$ cat src/rtl/gs_stim_gen_if.sv
// gs_stim_gen_if: start/busy/done control, a/b/valid stimulus and y feedback
// bundle between the stimulus sequencer and its host / gate under test.
interface gs_stim_gen_if #(
   parameter int CNT_W = 8
);
   logic             start;
   logic             mode;
   logic [7:0]       seed;
   logic [CNT_W-1:0] n_vec;
   logic             a;
   logic             b;
   logic             valid;
   logic             y;
   logic             busy;
   logic             done;
   logic [CNT_W-1:0] vec_count;
   logic [CNT_W-1:0] err_count;
   logic             err;

   modport master (
      input  start, mode, seed, n_vec, y,
      output a, b, valid, busy, done, vec_count, err_count, err
   );

   modport slave (
      output start, mode, seed, n_vec, y,
      input  a, b, valid, busy, done, vec_count, err_count, err
   );
endinterface

$ cat src/rtl/gs_stim_gen.sv
// gs_stim_gen: exhaustive/LFSR a,b stimulus sequencer for a 2-input gate.
// Optional NAND response checker enabled by defining GS_STIM_CHECK_EN.
module gs_stim_gen #(
   parameter int HOLD_CYCLES = 5,
   parameter int CNT_W       = 8
) (
   input  logic          clk,
   input  logic          rst,
   gs_stim_gen_if.master bus
);

   localparam int HW = (HOLD_CYCLES > 1) ? $clog2(HOLD_CYCLES) : 1;
   localparam logic [HW-1:0] HOLD_INIT = HW'(HOLD_CYCLES - 1);

   typedef enum logic [1:0] {
      S_IDLE,
      S_LOAD,
      S_HOLD,
      S_DONE
   } state_t;

   state_t           state_q;
   logic             a_q;
   logic             b_q;
   logic             valid_q;
   logic             busy_q;
   logic             done_q;
   logic             mode_q;
   logic [7:0]       lfsr_q;
   logic [7:0]       lfsr_d;
   logic [CNT_W-1:0] nvec_q;
   logic [CNT_W-1:0] vec_q;
   logic [CNT_W-1:0] vec_d;
   logic [HW-1:0]    hold_q;

   assign lfsr_d = {lfsr_q[6:0],
                    lfsr_q[7] ^ lfsr_q[5] ^ lfsr_q[4] ^ lfsr_q[3]};
   assign vec_d  = vec_q + 1'b1;

`ifdef GS_STIM_CHECK_EN
   logic [CNT_W-1:0] err_cnt_q;
   logic             err_q;
   logic             mis;

   assign mis = bus.y != ~(a_q & b_q);
   assign bus.err_count = err_cnt_q;
   assign bus.err       = err_q;
`else
   logic unused_y;

   assign unused_y      = bus.y;
   assign bus.err_count = '0;
   assign bus.err       = 1'b0;
`endif

   always_ff @(posedge clk or posedge rst) begin
      if (rst) begin
         state_q   <= S_IDLE;
         a_q       <= 1'b0;
         b_q       <= 1'b0;
         valid_q   <= 1'b0;
         busy_q    <= 1'b0;
         done_q    <= 1'b0;
         mode_q    <= 1'b0;
         lfsr_q    <= 8'h01;
         nvec_q    <= '0;
         vec_q     <= '0;
         hold_q    <= '0;
`ifdef GS_STIM_CHECK_EN
         err_cnt_q <= '0;
         err_q     <= 1'b0;
`endif
      end else begin
         done_q <= 1'b0;
         unique case (state_q)
            S_IDLE: begin
               if (bus.start) begin
                  mode_q <= bus.mode;
                  nvec_q <= bus.n_vec;
                  lfsr_q <= (bus.seed == 8'h00) ? 8'h01 : bus.seed;
                  vec_q  <= '0;
`ifdef GS_STIM_CHECK_EN
                  err_cnt_q <= '0;
                  err_q     <= 1'b0;
`endif
                  if (bus.n_vec == '0) begin
                     done_q  <= 1'b1;
                     state_q <= S_DONE;
                  end else begin
                     busy_q  <= 1'b1;
                     state_q <= S_LOAD;
                  end
               end
            end
            S_LOAD: begin
               a_q     <= mode_q ? lfsr_q[1] : vec_q[1];
               b_q     <= mode_q ? lfsr_q[0] : vec_q[0];
               valid_q <= 1'b1;
               hold_q  <= HOLD_INIT;
               state_q <= S_HOLD;
            end
            S_HOLD: begin
               if (hold_q == '0) begin
                  vec_q   <= vec_d;
                  lfsr_q  <= lfsr_d;
                  valid_q <= 1'b0;
`ifdef GS_STIM_CHECK_EN
                  if (mis) begin
                     err_q <= 1'b1;
                     if (err_cnt_q != '1)
                        err_cnt_q <= err_cnt_q + 1'b1;
                  end
`endif
                  if (vec_d == nvec_q) begin
                     busy_q  <= 1'b0;
                     done_q  <= 1'b1;
                     state_q <= S_DONE;
                  end else begin
                     state_q <= S_LOAD;
                  end
               end else begin
                  hold_q <= hold_q - 1'b1;
               end
            end
            S_DONE: begin
               busy_q  <= 1'b0;
               valid_q <= 1'b0;
               state_q <= S_IDLE;
            end
            default: state_q <= S_IDLE;
         endcase
      end
   end

   assign bus.a         = a_q;
   assign bus.b         = b_q;
   assign bus.valid     = valid_q;
   assign bus.busy      = busy_q;
   assign bus.done      = done_q;
   assign bus.vec_count = vec_q;

endmodule

$ cat src/flat_wrapper.sv
// flat-port wrapper written by rule: the top's interface ports become plain ports
module gs_stim_gen_flat 
#(
   parameter int HOLD_CYCLES = 5,
   parameter int CNT_W       = 8
)
  (clk, rst, bus_start, bus_mode, bus_seed, bus_n_vec, bus_y, bus_a, bus_b, bus_valid, bus_busy, bus_done, bus_vec_count, bus_err_count, bus_err);
  gs_stim_gen_if #(.CNT_W(CNT_W)) bus_i ();
  input  logic clk;
  input  logic rst;
  input wire logic [$bits(bus_i.start)-1:0] bus_start;
  input wire logic [$bits(bus_i.mode)-1:0] bus_mode;
  input wire logic [$bits(bus_i.seed)-1:0] bus_seed;
  input wire logic [$bits(bus_i.n_vec)-1:0] bus_n_vec;
  input wire logic [$bits(bus_i.y)-1:0] bus_y;
  output wire logic [$bits(bus_i.a)-1:0] bus_a;
  output wire logic [$bits(bus_i.b)-1:0] bus_b;
  output wire logic [$bits(bus_i.valid)-1:0] bus_valid;
  output wire logic [$bits(bus_i.busy)-1:0] bus_busy;
  output wire logic [$bits(bus_i.done)-1:0] bus_done;
  output wire logic [$bits(bus_i.vec_count)-1:0] bus_vec_count;
  output wire logic [$bits(bus_i.err_count)-1:0] bus_err_count;
  output wire logic [$bits(bus_i.err)-1:0] bus_err;
  assign bus_i.start = bus_start;
  assign bus_i.mode = bus_mode;
  assign bus_i.seed = bus_seed;
  assign bus_i.n_vec = bus_n_vec;
  assign bus_i.y = bus_y;
  assign bus_a = bus_i.a;
  assign bus_b = bus_i.b;
  assign bus_valid = bus_i.valid;
  assign bus_busy = bus_i.busy;
  assign bus_done = bus_i.done;
  assign bus_vec_count = bus_i.vec_count;
  assign bus_err_count = bus_i.err_count;
  assign bus_err = bus_i.err;
  gs_stim_gen #(.HOLD_CYCLES(HOLD_CYCLES), .CNT_W(CNT_W)) u_core (.clk(clk), .rst(rst), .bus(bus_i));
endmodule
$ cat config.mk
export PLATFORM = sky130hd
export DESIGN_NAME = gs_stim_gen_flat
export DESIGN_NICKNAME = d
export VERILOG_FILES = /design/src/rtl/gs_stim_gen_if.sv /design/src/rtl/gs_stim_gen.sv /design/src/flat_wrapper.sv
export SDC_FILE = /design/constraint.sdc
export NUM_CORES = 1
export LEC_CHECK = 0
export ABC_AREA = 1
export CORE_MARGIN = 2
export CORE_UTILIZATION = 30
export DETAILED_ROUTE_END_ITERATION = 8
export HOLD_SLACK_MARGIN = 0.15
export PLACE_DENSITY = 0.52
export RECOVER_POWER = 100
export SYNTH_ARGS = -nofsm -noshare
export SYNTH_HDL_FRONTEND = slang
export SYNTH_SLANG_ARGS = --single-unit
$ cat constraint.sdc
create_clock -name clk -period 1.5 [get_ports clk]
set_input_delay 0.45 -clock clk [delete_from_list [all_inputs] [get_ports clk]]
set_output_delay 0.45 -clock clk [all_outputs]
set_load 0.01 [all_outputs]
Word level (Yosys, flattened, before mapping)
Index checks and enable logic that the tools add are counted.
- register bits: 35
- bits in latches: 0
- bits in writable memories: 0
- bits in read-only memories: 0
- input port bits: 21
- output and inout bits: 22
- logic and storage cells: 67
- memories kept: 0
- $add $sub $neg: 2
- multiply operators: 0
- divide/modulo/power cells: 0
- order comparisons: 0
- equality and inequality tests: 9
- shifts and indexed selects: 0
- multiplexer cells: 28
- bitwise gates (word level): 3
- reduce and logical (&&, ||, !) cells: 14
- operators by type and width (cell ; number):
    two-way mux 8 bit ; 5
    one-hot mux 8 bit (2 select lines) ; 2
    zero test 8 bit ; 2
    two-way mux 1 bit ; 11
    adder 8 x 1 -> 8 bit, second input constant ; 1
    == test 8 bit ; 1
    two-way mux 2 bit ; 4
    one-hot mux 2 bit (4 select lines) ; 1
    AND reduction 2 bit ; 4
    inequality test 2 bit, second input constant ; 3
    one-hot mux 1 bit (3 select lines) ; 2
    one-hot mux 3 bit (2 select lines) ; 1
    nonzero test 3 bit ; 2
    AND reduction 5 bit ; 1
    == test 2 bit, second input constant ; 2
    inequality test 2 x 1 -> 1 bit, second input constant ; 2
    nonzero test 2 bit ; 2
    zero test 3 bit ; 1
    two-way mux 3 bit ; 1
    AND reduction 3 bit ; 1
    subtractor 3 x 1 -> 3 bit, second input constant ; 1
    XOR 1 bit ; 3
    == test 2 x 1 -> 1 bit, second input constant ; 1
    zero test 2 bit ; 1
    one-hot mux 1 bit (2 select lines) ; 1

Longest topological paths before layout
- word-level depth: 5
- depth in mapped cells: 14
- depth with buffers taken out: 14

Worst setup path after synthesis
No wires, ideal clock.
- path type: reg2reg
- from: reg u_core.vec_q[1], in the netlist u_core.bus.vec_count[1]
- to: reg u_core.busy_q, in the netlist u_core.bus.busy
- setup time: 0.117 ns
- arrival: 1.504 ns
- setup slack: -0.121 ns
- cell stages (with the launch flop): 13
- buffers on the path: 0
- path through: dfrtp_1 ha_1 nand2_2 nor2_2 nand3_1 nand2_2 nor2_2 nor2_2 nand3_1 nand2_1 nand2_1 nand2_1 nand2_1
- cells in the longest elaborated chain, start to end: 4
- RTL lines (element ; line ; RTL):
    start: declaration ; gs_stim_gen.sv:32 ; logic [CNT_W-1:0] vec_q;
    start signal: assignment ; gs_stim_gen.sv:104 ; vec_q <= vec_d;
    adder 8 x 1 -> 8 bit ; gs_stim_gen.sv:38 ; assign vec_d = vec_q + 1'b1;
    == test 8 bit ; gs_stim_gen.sv:114 ; if (vec_d == nvec_q) begin
    inequality test 2 x 1 -> 1 bit (no line) ; - ;
    AND reduction 5 bit (no line) ; - ;
    end signal: assignment ; gs_stim_gen.sv:62 ; busy_q <= 1'b0;
    end signal: assignment ; gs_stim_gen.sv:115 ; busy_q <= 1'b0;
    end signal: assignment ; gs_stim_gen.sv:126 ; busy_q <= 1'b0;
    end: declaration ; gs_stim_gen.sv:26 ; logic busy_q;
Every way passes these cells.
A chain may end at the register's enable or synchronous reset.

Worst setup path after layout
- from: reg u_core.vec_q[0], in the netlist u_core.bus.vec_count[0]
- to: reg u_core.busy_q, in the netlist u_core.bus.busy
The elaborated chain is that of the path after synthesis.

==> flow_summary.ini <==
[placed_design]
port_buffers = 32
placed_cells = 413
gp_congestion = 0.767
dp_hpwl_um = 3670
place_area_um2 = 2720

[global_route]
grt.overflow.total = 0
grt.total_usage = 0.138
grt_pass1_vias = 1810
antenna_found_initial = 0
grt_pass1_wl_um = 8270
grt_max_degree = 36

[clocking]
root_buffer = clkbuf_8
cts-buffers-inserted = 5
insertion_delay_ns = 0.29
h-tree-depth = 2
cts_buffer_depth = 2
clkSlewWorstSetupHoldPaths_ns = 0.07
cts_tree = built
hold_buffers = 0
clock_sinks = 35

[timing]
relSlewSlack = 0.404
rsz0062_at_grt = yes
hold_viol = 0
max_freq_mhz = 600
setup_viol = 6
worst_slack_ns = -0.167
period_share = 1.11
worst_pin_slew_ns = 0.895
finalCriticalPeriod_ns = 1.67
fin_hold_ws_ns = 0.478
drv_slew = 0
clock_skew_ns = 0.00910

[min_path]
hold_end = u_core.bus.b
min_path_type = register to register
hold_depth = 2
min-delay-start = u_core.bus.b

[yosys]
synth_area_um2 = 2080
synthMostInstantiatedCell = nand2_1
synthFlopType = dfrtp_1
ys_top_cells_by_area = dfrtp_1 41%, nand2_1 12%, inv_1 6.7%
synth-edff-count = 0
yosys_warnings = 0
yosys.area.top_type = dfrtp_1
ys_ff_latch = 35
seq_area_frac_synth = 0.423
synth_top_area_frac = 0.410
synth-async-reset-ratio = 1.00
syn_avg_cell_area_um2 = 7.66
yosys-top-cells-count = 67 x nand2_1, 37 x inv_1, 34 x dfrtp_1, 24 x nand3_1, 19 x o21ai_0
synth_cell_types = 34
syn_inst = 271

[power]
ir_drop_mv = 0.589
leakagePower_nw = 1.46
power_density_nw_per_um2 = 1600

[floorplanning]
die_w_um = 87.2
dieArea_um2 = 7600
die_h_um = 87.2
rows = 30
initial_core_util = 0.307
core_um2 = 6760
io_pins = 43

[finish]
num_antenna_cells = 0
nets = 372
fin_area_um2 = 2940
drive_above_1_share = 0.281
final_util = 0.435
num-fill-cells = 696
instances_no_fill = 429
area_growth_pct = 41.5

[drt]
drt_iter0_markers = 76
postRouteAntennaNets = 0
dr_wl_met2_um = 2400
dr_wl_met3_um = 215
vias = 1943
top_layer = met4
via_per_inst = 4.53
dr.pass1.iters = 4
drc = 0
wl_um = 5000
wl_met1_um = 2350
detail_route.wl_per_cell_um = 11.7

[critical_path]
arrival_ns = 1.84
critPathKind = register to register
rr_startpoint = u_core.bus.vec_count[0]
cp-end-kind = register
cp_common_cell = nand2_1
startpoint_type = register
crit_fanout = 3
r2r_setup_slack_ns = -0.17
max_stage_delay_ns = 0.39
critical_path.top_delay_family = simple AND/OR/NAND/NOR gates
crit_required_ns = 1.68
reg2reg_to = u_core.bus.busy
r2r_cells = 14
cp_num_buf_inv = 2
cp_cell_sequence = buf_6 -> ha_4 -> inv_1 -> nand2_1 -> nand3b_1 -> nand2_1 -> nor2_2 -> nand2_2 -> nor2_4 -> nand3_2 -> nand2_1 -> nand2_1 -> nand2_1 -> nand2_1
crit_path_top_delay_cell = dfrtp_1

[outcome]
status = finished, violations left
violations = setup timing

[flow_run]
drv_cap = 0
per-layer routing:
layer,GRT usage,vias up
met5,0,-
met4,0.0420,0
met3,0.0313,4
met2,0.221,32
met1,0.186,897
li1,-,1010
area by class of cell:
| cell class | count | area, um^2 | share of cell area |
|---|---|---|---|
| inverter | 41 | 154 | 0.0524 |
| clock buffer | 7 | 76.3 | 0.0260 |
| tap | 80 | 100 | 0.0341 |
| clock inverter | 1 | 7.51 | 0.00256 |
| sequential | 35 | 878 | 0.299 |
| multi-input combinational | 190 | 1090 | 0.371 |
| timing repair buffer | 75 | 632 | 0.215 |
per-stage QoR:
step	power, W	setup slack (ns)	TNS [ns]
after floorplan	0.00305	-0.0174	-0.0174
after global placement	0.00378	-0.203	-4.31
after detailed placement	0.00381	-0.197	-3.75
after CTS	0.00456	-0.174	-0.540
after global routing	0.00512	-0.309	-3.19
final	0.00470	-0.167	-0.438
cell usage in the layout (no fill, tap or decap), types with 2 or more instances in the layout:
cell,Yosys,final
conb_1,1,9
inv_1,37,32
o22ai_2,0,2
buf_6,1,4
clkdlybuf4s50_1,0,19
nor2_4,3,4
nand2_1,67,56
nor2_1,16,15
buf_4,11,37
o21ai_0,19,19
xor2_1,2,2
xnor2_1,3,2
dlygate4sd2_1,0,9
clkbuf_1,2,4
a21oi_1,6,6
inv_2,4,9
o21ai_1,2,2
dfrtp_1,34,33
o211ai_1,7,7
nor3_1,3,3
nand3_1,24,22
nand2_8,0,2
o22ai_1,4,2
clkbuf_8,0,5
ha_1,3,2
nand4_1,3,3
nor4_1,2,2
nand2_4,1,2
nor2_2,3,3
nand3_2,1,3
nand2_2,4,13
clkbuf_2,0,2
where the power goes:
group	total, W	internal, W	switching [W]
clock network	0.000664	0.000328	0.000335
logic	0.00244	0.00109	0.00135
registers	0.00159	0.00132	0.000272
total	0.00470	0.00274	0.00195
cell families (layout without fill, tap and decap cells):
group                    Yosys count  in the layout  share of synthesized area
flip-flops                        35             35                      0.423
XOR/XNOR                           5              5                     0.0211
AND/OR/NAND/NOR                  130            131                      0.294
buffers and inverters             55            124                      0.123
AO/OA/AOI/OAI                     41             41                      0.114
multiplexers                       1              1                    0.00542
other                              1              9                    0.00181
adder cells (fa/ha/maj)            3              3                     0.0181
sequential cells by signal, indices dropped and copies added (netlist names):
signal,flops
u_core.bus.vec_count,8
u_core.lfsr_q,8
u_core.nvec_q,8
u_core.hold_q,3
u_core.state_q,2
u_core.bus.a,1
u_core.bus.b,1
u_core.bus.busy,1
u_core.bus.done,1
u_core.bus.valid,1
u_core.mode_q,1
worst max path at each step:
| stage | end | cells after the start | startpoint |
|---|---|---|---|
| CTS | u_core.bus.busy | 12 | u_core.bus.vec_count[0] |
| global route | u_core.bus.busy | 14 | u_core.bus.vec_count[0] |
| finish | u_core.bus.busy | 14 | u_core.bus.vec_count[0] |
| floorplan | u_core.bus.busy | 11 | u_core.bus.vec_count[1] |
| global placement | u_core.lfsr_q[0] | 6 | bus_seed[5] |
| detailed placement | u_core.nvec_q[3] | 6 | bus_start |
worst reg2reg max path, cell delays in order, from the launching register on:
cell	delay (ns)
dfrtp_1	0.39
buf_6	0.13
ha_4	0.17
inv_1	0.05
nand2_1	0.07
nand3b_1	0.09
nand2_1	0.07
nor2_2	0.12
nand2_2	0.09
nor2_4	0.12
nand3_2	0.07
nand2_1	0.06
nand2_1	0.05
nand2_1	0.05
nand2_1	0.04
timing repair:
| action | CTS | global route |
|---|---|---|
| endpoints found under the hold margin | 0 | 0 |
| resized for setup | 36 | 29 |
| gates cloned | 0 | 1 |
| pin swaps | 17 | 12 |
| setup buffers | 5 | 3 |
| setup endpoints to repair | 20 | 29 |
(Power assumes the default switching activity.)
==> RTL edit: new RTL, config.mk and constraints unchanged <==
`HOLD_CYCLES` is set to 5 in 2 places; all go to 6.
--- a/src/rtl/gs_stim_gen.sv
+++ b/src/rtl/gs_stim_gen.sv
@@ -1,7 +1,7 @@
 // gs_stim_gen: exhaustive/LFSR a,b stimulus sequencer for a 2-input gate.
 // Optional NAND response checker enabled by defining GS_STIM_CHECK_EN.
 module gs_stim_gen #(
-   parameter int HOLD_CYCLES = 5,
+   parameter int HOLD_CYCLES = 6,
    parameter int CNT_W       = 8
 ) (
    input  logic          clk,
--- a/src/flat_wrapper.sv
+++ b/src/flat_wrapper.sv
@@ -1,7 +1,7 @@
 // flat-port wrapper written by rule: the top's interface ports become plain ports
 module gs_stim_gen_flat 
 #(
-   parameter int HOLD_CYCLES = 5,
+   parameter int HOLD_CYCLES = 6,
    parameter int CNT_W       = 8
 )
   (clk, rst, bus_start, bus_mode, bus_seed, bus_n_vec, bus_y, bus_a, bus_b, bus_valid, bus_busy, bus_done, bus_vec_count, bus_err_count, bus_err);
Formal check against the unedited RTL: not equivalent (a bounded check fails within 10 cycles, from zero or initial values and one cycle with rst high).
==> RTL edit against the unedited design <==
The run still ends with setup timing left. Sequential cell count is the same. Critical path depth shrank 2. Total power grew 1.9%. Via count shrank 0.41%. Worst setup slack lost 0.026 ns. Synthesized area grew 0.42%. Wire length shrank 0.68%. Final area grew 0.81%.
==> RTL edit: results (changes against the unedited design) <==
CTS root buffer=clkbuf_8; Routed WL=4970 um (-0.68%); FFs w/ async S/R, synth=100% (unchanged); WP data arrival=1.93 ns (+0.09 ns); RR Startpoint=u_core.bus.vec_count[0]$_DFFE_PP0P_; setup violators final=5 (-1); I/O Buffers=32 (unchanged); vias in the first global route=1751 (-3.3%); Post-synth top cells=nand2_1, inv_1, dfrtp_1, nand3_1, o21ai_0; Worst-Skew Late Latency=0.29 ns (about the same); Vias/cell=4.49 (-0.87%); CP max stage cell=dfrtp_1; Finished Layout Cells=431 (+0.47%); Yosys warnings=0 (unchanged); Final TNS setup=-0.538 ns (-0.100 ns); 1st-iter DRT viols=104 (+37%); Hold Path Depth=2 (unchanged); failing checks=setup timing; worst reg2reg path depth=12 (-2); dpl hpwl=3670 um (-0.21%); global-route wire length before repair=8020 um (-3.1%); top post-synthesis cells by area=dfrtp_1, nand2_1, inv_1; Filler cells=713 (+2.4%); H-tree levels=2 (unchanged); post-place setup slack=-0.155 ns (+0.0420 ns); Final nets=374 (+0.54%); Synth cell types=35 (+2.9%); sequential area share after synthesis=42.1% (-0.18 points); Net Sw Frac=38.5% (-3.1 points); path category of the worst min-delay check=flip-flop to flip-flop; initial antenna violation count=0 (unchanged); Max Fanout on Critical Path=2 (-1); Max VDD drop=0.589 mV (-0.11%); Startpoint Class=flip-flop; layout cells sized above 1=27.4% (-0.73 points); Leak Pwr=1.47 nW (+0.47%); Syn Inst Count=271 (unchanged); beginning of the worst hold path=u_core.bus.busy$_DFFE_PP0P_; placer congestion estimate=0.883 (+15%); Max Clock Skew=0.00871 ns (-0.000385 ns); Worst Setup Slack, final=-0.193 ns (-0.0261 ns); dpl cell area=2750 um2 (+0.92%); ANT nets after route=0 (unchanged); All-Layer GR Usage=13.7% (-0.060 points); status=finished, violations left; # diodes=0 (unchanged); Max transition margin=41.0% (+0.62 points)
## RTL edit: cell types whose count changed after synthesis, sizes merged
cell,change
inv,+1
buf,+1
nor2,+2
o21ai,+2
nand2,-5
xor2,-1
o21bai,+1
clkbuf,-1
## RTL edit: worst reg2reg max path, cell delays in order (launching register included)
cell and delay [ns]:
dfrtp_1 0.39, buf_6 0.13, ha_4 0.26, xnor2_2 0.10, nand2_1 0.08, nor2_2 0.16
nand2_2 0.08, nor2_2 0.12, buf_4 0.12, nand3_1 0.05, nand2_1 0.06, nand2_1 0.05
nand2_1 0.05
## RTL edit: final timing paths
check,endpoint,slack (ns)
min in group asynchronous,u_core.lfsr_q[2]$_DFFE_PP0P_,0.86
setup / recovery,u_core.state_q[1]$_DFFE_PP0P_,-0.19
setup reg to reg,u_core.state_q[1]$_DFFE_PP0P_,-0.19
max in group asynchronous,u_core.bus.vec_count[2]$_DFFE_PP0P_,0.02
hold / removal,u_core.bus.busy$_DFFE_PP0P_,0.48
hold reg to reg,u_core.bus.busy$_DFFE_PP0P_,0.48
## RTL edit: power groups by stage
| stage | Clock, mW | Sequential [mW] | Combinational, mW |
|---|---|---|---|
| 2_1_floorplan | 0 | 1.58 | 1.36 |
| 3_3_place_gp | 0 | 1.58 | 2.11 |
| 3_5_place_dp | 0 | 1.58 | 2.13 |
| 4_1_cts | 0.923 | 1.56 | 2.18 |
| 5_1_grt | 0.957 | 1.62 | 2.64 |
| 6_report | 0.895 | 1.57 | 2.32 |
## RTL edit: cell type report
class / count / area [um2] / area share (%)
Clock buffer: 6 / 82.6 / 2.79
Clock inverter: 2 / 35.0 / 1.18
Inverter: 42 / 158 / 5.32
Multi-Input combinational cell: 188 / 1030 / 34.8
Sequential cell: 35 / 881 / 29.7
Tap cell: 80 / 100 / 3.38
Timing Repair Buffer: 78 / 674 / 22.8
## RTL edit: cell families (layout without fill, tap and decap cells)
logic type / count (synthesis) / after routing / share of synthesized area, %
muxes: 1 / 1 / 0.540
adders and majority gates: 3 / 3 / 1.80
and+or+nand+nor: 127 / 127 / 29.1
buffers and inverters: 56 / 128 / 12.5
DFF: 35 / 35 / 42.1
AOI/OAI and AO/OA: 44 / 44 / 12.2
other: 1 / 9 / 0.180
xor gates and xnor gates: 4 / 4 / 1.68
## RTL edit: routing by layer
metal	global-route usage [%]	part of all wire, %	routed length (um)
met2	21.9	47	2330
met4	4.20	1.3	66
met3	3.03	3.3	166
met1	18.5	48	2410
met5	0	0	0
## RTL edit: what timing repair did
item	CTS	global route
pin swaps	6	8
setup buffers	5	4
gates resized for setup	30	14
gates cloned	0	1
setup endpoints to repair	16	19
